### src/rtl/regfile_sb.sv
// regfile_sb: parametrised register file with write bypass and per-register pending-write scoreboard
module regfile_sb #(
  parameter int XLEN = 32,
  parameter int NREGS = 32,
  parameter bit BYPASS = 1'b1,
  localparam int AW = $clog2(NREGS)
) (
  input  logic            clk,
  input  logic            rst_n,
  input  logic [AW-1:0]   rs1_addr,
  input  logic [AW-1:0]   rs2_addr,
  output logic [XLEN-1:0] rs1_data,
  output logic [XLEN-1:0] rs2_data,
  output logic            rs1_busy,
  output logic            rs2_busy,
  input  logic            wr_en,
  input  logic [AW-1:0]   wr_addr,
  input  logic [XLEN-1:0] wr_data,
  input  logic            iss_en,
  input  logic [AW-1:0]   iss_rd,
  input  logic            flush,
  output logic [AW:0]     busy_cnt
);
  logic [XLEN-1:0] regs [NREGS];
  logic [NREGS-1:0] busy, busy_nx;
  logic [AW:0] cnt_nx;
  logic hit1, hit2;
  always_comb begin
    busy_nx = busy;
    if (wr_en && wr_addr != '0) busy_nx[wr_addr] = 1'b0;
    if (iss_en && iss_rd != '0) busy_nx[iss_rd] = 1'b1;
    if (flush) busy_nx = '0;
    cnt_nx = '0;
    for (int i = 0; i < NREGS; i++) cnt_nx = cnt_nx + (AW+1)'(busy_nx[i]);
  end
  always_ff @(posedge clk or negedge rst_n) begin
    if (!rst_n) begin
      for (int i = 0; i < NREGS; i++) regs[i] <= '0;
      busy <= '0;
      busy_cnt <= '0;
    end else begin
      if (wr_en && wr_addr != '0) regs[wr_addr] <= wr_data;
      busy <= busy_nx;
      busy_cnt <= cnt_nx;
    end
  end
  assign hit1 = BYPASS && wr_en && wr_addr == rs1_addr;
  assign hit2 = BYPASS && wr_en && wr_addr == rs2_addr;
  assign rs1_data = (!rst_n || rs1_addr == '0) ? '0 : hit1 ? wr_data : regs[rs1_addr];
  assign rs2_data = (!rst_n || rs2_addr == '0) ? '0 : hit2 ? wr_data : regs[rs2_addr];
  assign rs1_busy = rst_n && !hit1 && busy[rs1_addr];
  assign rs2_busy = rst_n && !hit2 && busy[rs2_addr];
endmodule
### config.mk
export PLATFORM = sky130hd
export DESIGN_NAME = regfile_sb
export DESIGN_NICKNAME = d
export VERILOG_FILES = /design/src/rtl/regfile_sb.sv
export SDC_FILE = /design/constraint.sdc
export NUM_CORES = 2
export LEC_CHECK = 0
export ABC_AREA = 1
export CORE_MARGIN = 2
export CORE_UTILIZATION = 37
export CTS_CLUSTER_DIAMETER = 200
export DETAILED_ROUTE_END_ITERATION = 12
export PLACE_DENSITY_LB_ADDON = 0.12
export SETUP_SLACK_MARGIN = 0.5
export SYNTH_ARGS = -nofsm -noshare
export SYNTH_HDL_FRONTEND = slang
export SYNTH_SLANG_ARGS = --single-unit
### constraint.sdc
create_clock -name clk -period 13.6 [get_ports clk]
set_clock_uncertainty 0.1 [all_clocks]
set_input_delay 2.04 -clock clk [delete_from_list [all_inputs] [get_ports clk]]
set_output_delay 2.04 -clock clk [all_outputs]
set_load 0.01 [all_outputs]
==> metrics <==
WS Path Type=primary input to register; flop2flop setup slack=8.50 ns; Core Footprint=165,000 um^2; pwr dens=144 nW/um^2; Via Count=60,300; most frequent cells in the layout=2,607 x nand2_1, 1,134 x o21ai_0, 1,062 x dfrtp_1; die area=169,000 um^2; number of global-route vias before repair=around 56,000; Worst-Margin Slew=1.15 ns; total gr overflow=0; Worst-Skew Late Latency=0.78 ns; Final Hold Viols=0; max-slew violations=0; register area share after synthesis=approximately 43%; CTS Buf Count=around 130; nets=8,460; Unique masters post-synth=32; Mapped Area=61,300 um^2; min cycle time layout=8.59 ns; met1 WL=118 mm; dpl cells=10,400; share of layout cells above drive strength 1=between 5 and 6%; setup_tns=0 ns; CTS max path bufs=3; utilization after layout=41.0%; Post-Syn Instances=8,766; Setup Buffers After CTS=0; I/O pins=129; min-delay worst type=register to register; clock sink count=1,062; Crit. End Element=register; Data arrival, critical path=9.19 ns; standard-cell row count=149; total track usage=30.8%; slowest CP cell=clkdlybuf4s50_1; final setup fails=0; slew margin rel.=23.1%; Root Buffer=clkbuf_16; Die W=411 um; DR DRC count=0; worst-path cell chain=clkdlybuf4s50_1 -> inv_2 -> nor3_1 -> inv_2 -> nor2_4 -> buf_4 -> inv_2 -> a22oi_1 -> nor2_1 -> fa_1 -> inv_1 -> fa_1 -> fa_1 -> fa_1 -> fa_1 -> inv_1 -> fa_1 -> ha_1 -> inv_1 -> fa_1 -> o21ai_0 -> xor2_1; Filler Cell Count=17,200; clock slew at reported path FFs=approximately 0.060 ns; Peak VDD IR=about 0.13 mV; worst path required time=14.20 ns; post-CTS sizing=0; Routed WL=263 mm; Synth area leader=dfrtp_1; Max Used Layer=met5; Worst Path Max Fanout=33; Iter 0 DRT Violations=~7,600; Final ANT Viol Nets=0; RSZ-0062 raised after global routing=no; number of hold buffers added after cts=0; first-pass GRT wire length=387 mm; PortBufs=128; Synth async-reset ratio=between 90% and 100%; number of synthesized flops with an enable pin=0; most common cell after layout, fill and taps aside=nand2_1; wire length on met3=24.6 mm; DR WL/cell=24.7 um; Leak=31.0 nW; Max-Cap Viols=0; critical path's largest stage delay=0.74 ns; fin cells=10,700; H-tree Lvls=4; 1st-pass router iterations=6; HPWL Detailed=145 mm; initial core utilization=between 30% and 40%; CTS tree=yes; Synth Net Count=8,854; Die Height=just over 400 um; Met2 Routed Length=111 mm; top_reg_cell synth=dfrtp_1; cell repeated most along the worst path=fa_1; Ys Warns=0; Syn Area/Cell=6.99 um^2; period utilization=63.2%; CP Launch Type=primary input; Hold WS=0.294 ns; Area Growth Syn to Fin=10.2%; Max Freq=roughly 0.12 GHz; largest net degree at the start of global routing=187; post-synthesis register bit count=1,062; DR vias/cell=around 5.7; RD Place Congestion=0.881; initial antenna violation count=8; Area contributors post-synth=dfrtp_1 43%, nand2_1 16%, o21ai_0 9.3%; run status=completed; Yosys top cell area share=43.4%
-- metal layers --
layer  global-route usage, %  up-vias
met3                    5.93      487
met5                       0        -
met1                    44.7    29200
li1                        -    27600
met2                    45.2     2961
met4                    11.2        2
-- final cells by class --
cell class | count | area (um^2) | share of cell area, %
Multi-Input combinational cell | 6206 | 28800 | 42.6
Sequential cell | 1062 | 26600 | 39.4
Clock buffer | 204 | 4100 | 6.08
Tap cell | 2189 | 2740 | 4.06
Inverter | 713 | 2710 | 4.01
Timing Repair Buffer | 258 | 2370 | 3.51
Clock inverter | 31 | 269 | 0.398
Antenna cell | 3 | 7.51 | 0.0111
-- flip-flops by register name, indices dropped and copies added, names as in the netlist --
| register | cells |
|---|---|
| busy | 32 |
| busy_cnt | 6 |
| regs | 1024 |
-- synthesized netlist by cell type, types with 7 or more instances --
master,number
nand3_1,888
buf_2,280
or2_2,69
dfrtp_1,1062
fa_1,24
nand2_1,2622
ha_1,7
clkbuf_1,403
buf_4,41
o22ai_1,23
o211ai_1,233
inv_2,25
buf_1,58
a21oi_1,528
inv_1,687
nor2_4,12
o21ai_1,256
nor2_1,384
o21ai_0,1134
-- critical path: cells and delay by family --
family | cells | cell delay, ns
buffers and inverters | 8 | 2.14
adder cells (fa/ha/maj) | 8 | 3.50
AND/OR/NAND/NOR | 3 | 0.82
AO/OA/AOI/OAI | 2 | 0.52
XOR/XNOR | 1 | 0.16
-- logic make-up after synthesis --
group	count (synthesis)	share of synthesized area, %
AOI/OAI and AO/OA	2180	18.8
adders and majority gates	31	0.927
buffers and inverters	1498	10.0
xor gates and xnor gates	3	0.0429
DFF	1062	43.4
and+or+nand+nor	3992	26.8
-- path summary, 6_finish.rpt --
check,startpoint,end,depth (start not counted)
max in group asynchronous,rst_n,regs[315],5
hold / removal,regs[1018],regs[1018],0
setup reg to reg,busy[25],busy_cnt[4],15
min in group asynchronous,rst_n,regs[260],1
hold reg to reg,regs[1018],regs[1018],0
setup / recovery,wr_addr[3],busy_cnt[4],22
-- through the flow --
step	area, um^2	total power, W	setup WS (ns)
floorplan	61300	0.00543	6.49
global placement	63200	0.00606	4.26
detailed placement	63200	0.00610	4.25
CTS	67500	0.00972	5.06
global route	67500	0.0102	4.70
finish	67500	0.00970	5.01
-- report_power, final --
group	internal (W)	total, W	switching (W)
clock	0.00214	0.00361	0.00147
combinational	0.000663	0.00195	0.00129
sequential	0.00377	0.00414	0.000367
Note: power is estimated with default switching activity, not from simulation.
